$ cat src/rtl/keypad_digit_capture.sv
// keypad_digit_capture
// Turns a confirmed keypad press (row index + column snapshot) into a hex key
// value and shifts it into a two-digit history for the seven-segment mux.
// Ambiguous column snapshots are rejected with a strobe. Accepted presses are
// tallied in a saturating counter.
module keypad_digit_capture #(
  parameter logic [3:0] RESET_DIGIT = 4'h0,
  parameter int         COUNT_W     = 8
) (
  input  logic               clk,
  input  logic               reset,
  input  logic               pulse,
  input  logic [1:0]         row_sel,
  input  logic [3:0]         cols,
  output logic [3:0]         new_digit,
  output logic [3:0]         old_digit,
  output logic               digit_valid,
  output logic               invalid_press,
  output logic [COUNT_W-1:0] press_count
);

  typedef enum logic [1:0] {
    S_IDLE   = 2'd0,
    S_DECODE = 2'd1,
    S_UPDATE = 2'd2,
    S_REJECT = 2'd3
  } state_t;

  state_t               r_state;
  state_t               w_next_state;

  logic [1:0]           r_row;
  logic [3:0]           r_cols;
  logic [3:0]           r_key;
  logic [3:0]           r_new_digit;
  logic [3:0]           r_old_digit;
  logic                 r_digit_valid;
  logic                 r_invalid_press;
  logic [COUNT_W-1:0]   r_press_count;

  logic                 w_one_hot;
  logic [1:0]           w_col_idx;
  logic [3:0]           w_key;
  logic                 w_count_max;

  // Exactly one column high means the press is unambiguous.
  assign w_one_hot   = (r_cols != 4'd0) && ((r_cols & (r_cols - 4'd1)) == 4'd0);
  assign w_count_max = &r_press_count;

  // State register.
  always_ff @(posedge clk) begin
    // NOTE: sequential state uses non-blocking assignments so every register
    // samples pre-edge values, independent of statement order.
    if (reset) begin
      r_state <= S_IDLE;
    end else begin
      r_state <= w_next_state;
    end
  end

  // Next-state logic: accept only from IDLE, one decode cycle, one commit cycle.
  always_comb begin
    // NOTE: default assigned first so no path through the case leaves the
    // signal unassigned, which would infer a latch.
    w_next_state = r_state;
    case (r_state)
      S_IDLE:   if (pulse) w_next_state = S_DECODE;
      S_DECODE: w_next_state = w_one_hot ? S_UPDATE : S_REJECT;
      S_UPDATE: w_next_state = S_IDLE;
      S_REJECT: w_next_state = S_IDLE;
      default:  w_next_state = S_IDLE;
    endcase
  end

  // Column index of the single high bit (only meaningful when w_one_hot).
  always_comb begin
    w_col_idx = 2'd0;
    case (r_cols)
      4'b0001: w_col_idx = 2'd0;
      4'b0010: w_col_idx = 2'd1;
      4'b0100: w_col_idx = 2'd2;
      4'b1000: w_col_idx = 2'd3;
      default: w_col_idx = 2'd0;
    endcase
  end

  // Keypad legend lookup: {row, column} -> hex key value.
  always_comb begin
    w_key = 4'h0;
    case ({r_row, w_col_idx})
      4'b00_00: w_key = 4'h1;
      4'b00_01: w_key = 4'h2;
      4'b00_10: w_key = 4'h3;
      4'b00_11: w_key = 4'hA;
      4'b01_00: w_key = 4'h4;
      4'b01_01: w_key = 4'h5;
      4'b01_10: w_key = 4'h6;
      4'b01_11: w_key = 4'hB;
      4'b10_00: w_key = 4'h7;
      4'b10_01: w_key = 4'h8;
      4'b10_10: w_key = 4'h9;
      4'b10_11: w_key = 4'hC;
      4'b11_00: w_key = 4'hE;
      4'b11_01: w_key = 4'h0;
      4'b11_10: w_key = 4'hF;
      4'b11_11: w_key = 4'hD;
      default:  w_key = 4'h0;
    endcase
  end

  // Snapshot row/columns at the accepting edge; later input changes are ignored.
  always_ff @(posedge clk) begin
    // NOTE: the capture registers are reset too so a press discarded by reset
    // can never leave stale data behind for the decode stage.
    if (reset) begin
      r_row  <= 2'd0;
      r_cols <= 4'd0;
    end else if (r_state == S_IDLE && pulse) begin
      r_row  <= row_sel;
      r_cols <= cols;
    end
  end

  // Register the decoded key during DECODE for use in UPDATE.
  always_ff @(posedge clk) begin
    if (reset) begin
      r_key <= 4'h0;
    end else if (r_state == S_DECODE) begin
      r_key <= w_key;
    end
  end

  // Digit history, saturating counter and one-cycle result strobes.
  always_ff @(posedge clk) begin
    if (reset) begin
      r_new_digit     <= RESET_DIGIT;
      r_old_digit     <= RESET_DIGIT;
      r_digit_valid   <= 1'b0;
      r_invalid_press <= 1'b0;
      r_press_count   <= '0;
    end else begin
      r_digit_valid   <= (r_state == S_UPDATE);
      r_invalid_press <= (r_state == S_REJECT);
      if (r_state == S_UPDATE) begin
        r_old_digit <= r_new_digit;
        r_new_digit <= r_key;
        if (!w_count_max) begin
          r_press_count <= r_press_count + COUNT_W'(1);
        end
      end
    end
  end

  assign new_digit     = r_new_digit;
  assign old_digit     = r_old_digit;
  assign digit_valid   = r_digit_valid;
  assign invalid_press = r_invalid_press;
  assign press_count   = r_press_count;

endmodule
$ cat config.mk
export PLATFORM = sky130hd
export DESIGN_NAME = keypad_digit_capture
export DESIGN_NICKNAME = d
export VERILOG_FILES = /design/src/rtl/keypad_digit_capture.sv
export SDC_FILE = /design/constraint.sdc
export NUM_CORES = 1
export LEC_CHECK = 0
export BUFFER_PORTS_ARGS = -buffer_cell sky130_fd_sc_hd__buf_4
export CORE_MARGIN = 1
export CORE_UTILIZATION = 50
export CTS_CLUSTER_DIAMETER = 120
export DETAILED_ROUTE_END_ITERATION = 6
export PLACE_DENSITY = 0.73
export REMOVE_ABC_BUFFERS = 1
export SLEW_MARGIN = 20
export SYNTH_ARGS = -nofsm -noshare
export SYNTH_HDL_FRONTEND = slang
export SYNTH_SLANG_ARGS = --single-unit
$ cat constraint.sdc
create_clock -name clk -period 1.9 [get_ports clk]
set_input_delay 0.38 -clock clk [delete_from_list [all_inputs] [get_ports clk]]
set_output_delay 0.38 -clock clk [all_outputs]
set_load 0.05 [all_outputs]
=== Word-level counts from Yosys, hierarchy flattened ===
Memory sizes are Yosys's and may differ from the RTL's. A register that Yosys moved wholly into a read port is not among the register bits.
Index checks and enable logic that the tools add are counted.

* Flip-flop bits (word level): 26
* Bits in read-only memories: 64
* Input port bits: 9
* Output and inout bits: 18
* Word-level logic and storage cells: 32
* Memories: 1

* Add/sub/neg operators: 2
* Eq/ne operators: 7
* Multiplexer cells: 4
* Bitwise operators: 2
* Reduce and logical (&&, ||, !) cells: 8

{| class="wikitable"
|+ Memories
! name !! depth !! width !! read ports !! clocked after memory_dff !! write ports !! RTL line !! RTL
|-
| (name not given) || 16 || 4 || 1 || 1 || 0 || 90 || <nowiki>case ({r_row, w_col_idx})</nowiki>
|}

{| class="wikitable"
|+ Operator list
! kind !! count
|-
| 2-bit one-hot mux with 3 select lines || 2
|-
| 8-bit by 1-bit adder with 8-bit output, second input constant || 1
|-
| 8-bit AND reduction || 1
|-
| 4-bit AND || 1
|-
| 2-bit == test, second input constant || 2
|-
| 4-bit by 2-bit == test with 1-bit output, second input constant || 1
|-
| 4-bit by 3-bit == test with 1-bit output, second input constant || 1
|-
| 4-bit == test, second input constant || 1
|-
| 4-bit logical NOT || 1
|-
| 4-bit nonzero test || 1
|-
| 4-bit by 1-bit subtractor with 4-bit output, second input constant || 1
|-
| 2-bit by 1-bit == test with 1-bit output, second input constant || 1
|-
| 1-bit logical AND || 2
|-
| 2-bit logical NOT || 1
|-
| 2-bit 2-to-1 mux || 1
|-
| 2-bit != test, second input constant || 1
|-
| 2-bit AND reduction || 1
|-
| 2-bit OR reduction || 1
|-
| 1-bit 2-to-1 mux || 1
|-
| 1-bit NOT || 1
|}

=== Depth between registers and ports, before layout ===
Gate-level depths: netlist of run 1.

* Depth in word-level cells: 6
* Gate-level depth with buffers: 9
* Depth with buffers taken out: 8

=== Worst setup path after synthesis of run 1 ===
Ideal clock, no wire load.

* Path type: register to register
* Start point: register r_press_count[0] (netlist: press_count[0])
* End point: register r_press_count[6] (netlist: press_count[6])
* Library setup time: 128 ps
* Data arrival time: 1703 ps
* Slack: 69 ps
* Cell stages (with the launch flop): 6
* Path buffers: 0
* Clock period less this slack: 1831 ps
* Path through: dfxtp_1 -> ha_1 -> nand4b_1 -> or4b_1 -> o21ai_1 -> nor2_1

* Cells in the longest elaborated chain, start to end: 3

{| class="wikitable"
|+ RTL lines
! element !! RTL line !! RTL
|-
| start: declaration || 39 || <nowiki>logic [COUNT_W-1:0] r_press_count;</nowiki>
|-
| start signal: assignment || 148 || <nowiki>r_press_count <= r_press_count + COUNT_W'(1);</nowiki>
|-
| branches (longest 3 deep; another with 8-bit by 1-bit adder with 8-bit output) || n/a ||
|}

Several ways; the timed one is not identified.
A chain may end at the register's enable or synchronous reset.

=== Worst setup path after layout of run 1 ===
* Start point: register r_cols[3]
* End point: register r_key[2]

* Cells in the longest elaborated chain, start to end: 2

{| class="wikitable"
|+ RTL lines
! element !! RTL line !! RTL
|-
| start: declaration || 33 || <nowiki>logic [3:0] r_cols;</nowiki>
|-
| start signal: assignment || 120 || <nowiki>r_cols <= cols;</nowiki>
|-
| 4-bit == test, or another cell as far along || 78 || <nowiki>case (r_cols)</nowiki>
|-
| 2-bit one-hot mux with 3 select lines * || 78 ||
|-
| end: declaration || 34 || <nowiki>logic [3:0] r_key;</nowiki>
|}

Every way passes the cells marked *; elsewhere a longest branch is shown, timed or not.

==> results of run 1 <==
[flip-flops by register name, summed over array words and instances (netlist names)]
| register | cells |
|---|---|
| digit_valid | 1 |
| invalid_press | 1 |
| new_digit | 4 |
| old_digit | 4 |
| press_count | 8 |
| r_cols | 4 |
| r_key | 4 |
| r_row | 2 |
| r_state | 2 |
[cell usage after synthesis, drive strengths merged]
| cell | count | area (µm²) |
|---|---|---|
| nand4b | 2 | 17.5 |
| and2 | 1 | 6.26 |
| a2111oi | 1 | 8.76 |
| nand3 | 2 | 15.0 |
| dfxtp | 30 | 601 |
| clkbuf | 4 | 15.0 |
| nor2b | 3 | 18.8 |
| nor3b | 1 | 7.51 |
| o32ai | 1 | 8.76 |
| o2111a | 1 | 11.3 |
| xnor2 | 2 | 17.5 |
| xor2 | 3 | 26.3 |
| nor4b | 2 | 17.5 |
| o21a | 1 | 7.51 |
| a31oi | 1 | 6.26 |
| o21bai | 1 | 7.51 |
| nand2 | 21 | 78.8 |
| nand4 | 3 | 18.8 |
| nand3b | 1 | 7.51 |
| inv | 6 | 22.5 |
| o21ai | 5 | 25.0 |
| a21oi | 15 | 75.1 |
| a211oi | 4 | 30.0 |
| buf | 9 | 45.0 |
| or4b | 1 | 10.0 |
| and4 | 1 | 8.76 |
| mux2i | 9 | 90.1 |
| nand2b | 1 | 6.26 |
| nor4 | 1 | 6.26 |
| nor3 | 5 | 25.0 |
| nor4bb | 1 | 10.0 |
| nor2 | 26 | 97.6 |
| o211ai | 1 | 7.51 |
| ha | 6 | 75.1 |
[metal layers]
layer	share of wire (%)	up-vias	track usage (%)
li1	-	640	-
met1	45	526	22.1
met2	48	34	32.2
met3	5.2	6	7.49
met4	1.3	0	6.43
met5	0	-	0
[critical path: stages, from the launching register on]
cell and delay, ns:
dfxtp_2 0.37, xnor2_1 0.13, nor3_1 0.20, inv_1 0.13, ha_1 0.31, nor2_1 0.04, a21oi_1 0.12, a21oi_1 0.08
a211oi_1 0.23
[logic make-up (layout without fill, tap and decap cells)]
group	after synthesis	in the layout	share of synthesized area [%]
AOI/OAI and AO/OA	31	31	13.1
xor gates and xnor gates	5	5	3.06
adders and majority gates	6	6	5.24
buffers and inverters	19	44	5.77
DFF	30	30	42.0
muxes	9	9	6.29
and+or+nand+nor	72	72	24.6
[power by group through the flow]
stage | registers, mW | logic [mW] | clock network, mW
floorplan | 0.714 | 0.125 | 0
global placement | 0.705 | 0.198 | 0
detailed placement | 0.707 | 0.207 | 0
CTS | 0.692 | 0.208 | 0.482
global route | 0.699 | 0.232 | 0.511
finish | 0.694 | 0.206 | 0.467
[per-stage QoR]
step	area [µm²]	hold slack [ns]	total power, mW	worst slack [ns]
3_5_place_dp	1640	0.447	0.914	0.142
5_1_grt	1720	0.273	1.44	0.0314
3_3_place_gp	1640	0.437	0.902	0.239
2_1_floorplan	1370	0.426	0.839	0.0822
6_report	1720	0.280	1.37	0.219
4_1_cts	1710	0.262	1.38	0.120
[what timing repair did]
action                     CTS  global route
resized for setup            0             3
setup endpoints to repair    0             2
hold endpoints to repair     0             0
hold buffers                 0             0
[cell usage in the layout (no fill, tap or decap), types with 5 or more instances in the layout]
master | Yosys | layout
nor3_1 | 5 | 5
ha_1 | 6 | 6
nor2_1 | 26 | 26
a21oi_1 | 15 | 15
buf_4 | 0 | 30
clkbuf_4 | 0 | 5
mux2i_1 | 9 | 9
inv_1 | 6 | 6
dfxtp_1 | 30 | 27
nand2_1 | 21 | 21
[cell type report]
class	count	area [µm²]	area share, %
Clock buffer	8	78.8	4.59
Timing Repair Buffer	30	225	13.1
Inverter	6	22.5	1.31
Tap cell	31	38.8	2.26
Multi-Input combinational cell	123	748	43.6
Sequential cell	30	604	35.2
[worst max-delay path by stage]
stage	end	slack, ns
after floorplan	press_count[6]	0.08
after global placement	r_key[2]	0.24
after detailed placement	r_key[2]	0.14
after CTS	r_key[2]	0.12
after global routing	r_key[2]	0.03
final	r_key[2]	0.22
==> impl_metrics.ini, run 1 <==
[run_status]
status = finished, final reports clean

[power_and_ir_drop]
power_switching_mw = 0.363
p_seq_share_pct = 50.7
p_leak_nw = 0.697
switching_share_pct = 26.6
p_per_area_nw_per_um2 = 796
pwr-share-clk_pct = 34.2
cellInternalPower_mw = 1.00
ir_drop_v = 0.000583
p_comb_share_pct = 15.1

[final_layout]
diodes = 0
final_core_util_pct = 62.8
final_nets = 211
final_cells = 228
syn2layout_area_growth_pct = 20.0
drive_above_1_share_pct = 21.3
nFillCells = 250

[critical_path]
crit_type = flip-flop to flip-flop
worst-path-max-fanout = 7
endpoint_kind = flip-flop
cp-start-kind = flip-flop
r2r_start = r_cols[3]
critPathLaunch = r_cols[3]
r2r_slack_ns = 0.22
cp.required_ns = 2.15
worstRegToRegCells = 8
rr_endpoint = r_key[2]
worstPathArrival_ns = 1.93

[flow_run]
cap_violations = 0

[place]
gpl.final_weighted_congestion = 0.731
hpwl_um = 1930
port_buffers = 26
dp_cells = 220

[global_routing]
gr-total-overflow = 0
grt_max_degree = 31
antenna_found_initial = 0
track_usage_pct = 19.1
grt_pass1_wl_um = 4570
grt_pass1_vias = 1060

[sta]
drv_slew = 0
relSlewSlack_pct = 74.0
setup_viol = 0
skew_ns = 0.00989
min_period_ns = 1.68
finalHoldViolCount = 0
tightest_slew_ns = 0.389
fin_crit_sh_pct = 88.5
max_freq_mhz = 595
finalSetupTns_ns = 0
rsz0062_at_grt = no

[detailed_routing]
drc = 0
drt-vias-per-instance = 5.29
drt_pass1_iterations = 4
routedWlPerCell_um = 11.8
antenna_left = 0
drt-initial-drc-count = 29
via_count = 1206
finalWirelength_um = 2700

[yosys]
ys_ff_latch = 30
yosysSeqAreaShare_pct = 42.0
synth.avg_cell_area_um2 = 8.32
syn_inst = 172
yosysWarnings = 0
syn_area_um2 = 1430
synthDistinctLibCells = 36

[cts]
clockBufferDepth = 2
clkSinkCount = 30
cts_made_buffers = 5
cts_tree = done
cts_root_buf = clkbuf_4
cts_setup_buffers = 0
clk_latency_ns = 0.33
cts-htree-levels = 2
clk_pin_slew_worst_paths_ns = 0.10

[hold_path]
min_from = row_sel[0]
hp-class = input port to flip-flop
min_to = r_row[0]
hold_path_depth = 3

[floorplan]
coreArea_um2 = 2730
ioPinCount = 27
die-area_um2 = 3080
dieWidth_um = 55.5
start_util_pct = 52.4
rows = 19
die_h_um = 55.5
(Power assumes the default switching activity.)
==> run 2, diff against run 1 <==
--- a/config.mk
+++ b/config.mk
@@ -5,6 +5,7 @@
 export SDC_FILE = /design/constraint.sdc
 export NUM_CORES = 1
 export LEC_CHECK = 0
+export ABC_AREA = 1
 export BUFFER_PORTS_ARGS = -buffer_cell sky130_fd_sc_hd__buf_4
 export CORE_MARGIN = 1
 export CORE_UTILIZATION = 50
==> run 2 against run 1 <==
  * Clock-buffer cell count decreased by 1
  * Sequential power increased by 3.9%
  * Die area decreased by 1.3%
  * Final cell count increased by 12%
  * Clock skew decreased by 0.0052 ns
  * Hold slack got worse by 0.012 ns
  * Register-to-register slack got worse by 0.04 ns
  * Design area decreased by 2.5%
  * Area after synthesis decreased by 1.3%
  * Synthesized cell count increased by 14%
  * Non-clock buffer count decreased by 4
  * Flip-flop and latch count unchanged
  * Critical path type unchanged
  * Critical endpoint is now r_key[3]
  * Largest power group unchanged
==> impl_metrics.ini, run 2 <==
[run_status]
status = finished, final reports clean

[floorplan]
rows = 18
die_h_um = 55.2
ioPinCount = 27
die-area_um2 = 3040
coreArea_um2 = 2570
dieWidth_um = 55.2
start_util_pct = 55.0

[cts]
cts_made_buffers = 5
clockBufferDepth = 2
cts_root_buf = clkbuf_4
clk_latency_ns = 0.33
clk_pin_slew_worst_paths_ns = 0.09
clkSinkCount = 30
cts_resized = 0
holdBufCountCts = 0
cts-htree-levels = 2
cts_setup_buffers = 0
cts_tree = done

[yosys]
synthMostInstantiatedCell = nand2_1
ys_top_cells_by_count = 36 x nand2_1, 33 x nor2_1, 30 x dfxtp_1
netlist_top_cells_area = dfxtp_1 43%, nand2_1 9.6%, o21ai_0 8.9%, nor2_1 8.8%, a21oi_1 5.3%
ys.flop_type = dfxtp_1
synth_compound_area_share_pct = 15.3
yosysWarnings = 0
synth.avg_cell_area_um2 = 7.21
synth_top_family_by_area = simple AND/OR/NAND/NOR gates
synth-simple-area-share_pct = 27.8
synth_top_area_cell = dfxtp_1
yosys.area_share.adder_pct = 5.31
synth_xor_xnor_area_share_pct = 1.24
synth_mux_area_share_pct = 0
async_reset_ff_share_pct = 0
syn_inst = 196
synth-edff-count = 0
yosysSeqAreaShare_pct = 42.5
synthDistinctLibCells = 22
syn_area_um2 = 1410
ys_ff_latch = 30
synth_top_area_share_pct = 42.5

[global_routing]
grt_max_degree = 24
grt_pass1_vias = 1078
gr-total-overflow = 0
track_usage_pct = 21.1
antenna_found_initial = 0
grt_pass1_wl_um = 4440

[final_layout]
largest_reg_flops = 8
syn2layout_area_growth_pct = 18.5
layout_commonest_cell = nand2_1
final_nets = 239
final_cell_area_um2 = 1670
drive_above_1_share_pct = 18.7
final_cells = 255
final_core_util_pct = 65.2
diodes = 0
final_cell_mix = 36 x nand2_1, 33 x nor2_1, 30 x dfxtp_1, 26 x buf_4, 25 x o21ai_0

[detailed_routing]
via_count = 1315
drt_pass1_iterations = 4
drt-vias-per-instance = 5.16
drt-initial-drc-count = 39
finalWirelength_um = 2820
routedWlPerCell_um = 11.1
antenna_left = 0
drc = 0

[power_and_ir_drop]
p_per_area_nw_per_um2 = 873
ir_drop_v = 0.000680
p_leak_nw = 0.741
totalPowerFinal_mw = 1.46

[sta]
drv_slew = 0
finalSetupTns_ns = 0
rsz0062_at_grt = no
min_period_ns = 1.72
skew_ns = 0.00469
tightest_slew_ns = 0.532
fin_crit_sh_pct = 90.7
relSlewSlack_pct = 64.5
setup_viol = 0
finalHoldViolCount = 0
max_freq_mhz = 580

[place]
dp_cells = 247
place_area_um2 = 1610
gpl.final_weighted_congestion = 0.796
hpwl_um = 2020
port_buffers = 26

[critical_path]
cp-start-kind = flip-flop
crit_type = flip-flop to flip-flop
worst-path-max-fanout = 6
cp.required_ns = 2.17
endpoint_kind = flip-flop
worstPathArrival_ns = 1.99

[flow_run]
cap_violations = 0

[hold_path]
hp-class = input port to flip-flop
-- run 2: path summary, 6_finish.rpt --
path	from	endpoint	slack (ns)	depth (start not counted)
worst min register to register	r_state[0]	invalid_press	0.48	2
worst max register to register	r_cols[1]	r_key[3]	0.18	10
worst max-delay path	r_cols[1]	r_key[3]	0.18	10
worst min-delay path	reset	press_count[4]	0.27	2
-- run 2: final cells by class --
| class | count | area, µm² |
|---|---|---|
| flip-flops and latches | 30 | 601 |
| repair buffers | 26 | 195 |
| multi-input cells | 140 | 702 |
| fillers | 258 | 893 |
| clock inverters | 1 | 5.00 |
| well taps | 30 | 37.5 |
| inverters | 21 | 78.8 |
| clock buffers | 7 | 55.1 |
-- run 2: critical path, cell delays in order (launching register included) --
cell	delay, ns
dfxtp_1	0.42
inv_1	0.09
nand2_1	0.10
inv_1	0.07
nor2_4	0.17
inv_1	0.08
ha_1	0.17
or2_2	0.28
nand3_1	0.09
o21ai_0	0.08
a21oi_1	0.12
-- run 2: kinds of logic (layout without fill, tap and decap cells) --
family                   count (synthesis)  after routing
XOR/XNOR                                 2              2
flip-flops                              30             30
AND/OR/NAND/NOR                         91             91
adder cells (fa/ha/maj)                  6              6
AO/OA/AOI/OAI                           41             41
buffers and inverters                   26             55
-- run 2: per-layer routing --
metal / part of all wire (%) / routed length (µm) / GRT usage [%]
met5: 0 / 0 / 0
met4: 1.6 / 44 / 8.75
met3: 5.2 / 146 / 8.20
met2: 48 / 1370 / 36.1
met1: 45 / 1260 / 23.1
-- run 2: through the flow --
step / hold WS [ns] / worst slack [ns]
global route: 0.258 / 0.0693
CTS: 0.263 / 0.209
finish: 0.269 / 0.177
floorplan: 0.441 / 0.276
detailed placement: 0.460 / 0.239
global placement: 0.457 / 0.352
-- run 2: power by group --
group | internal (mW) | switching [mW]
Clock | 0.179 | 0.219
Combinational | 0.113 | 0.229
Sequential | 0.681 | 0.0402
Total | 0.973 | 0.488
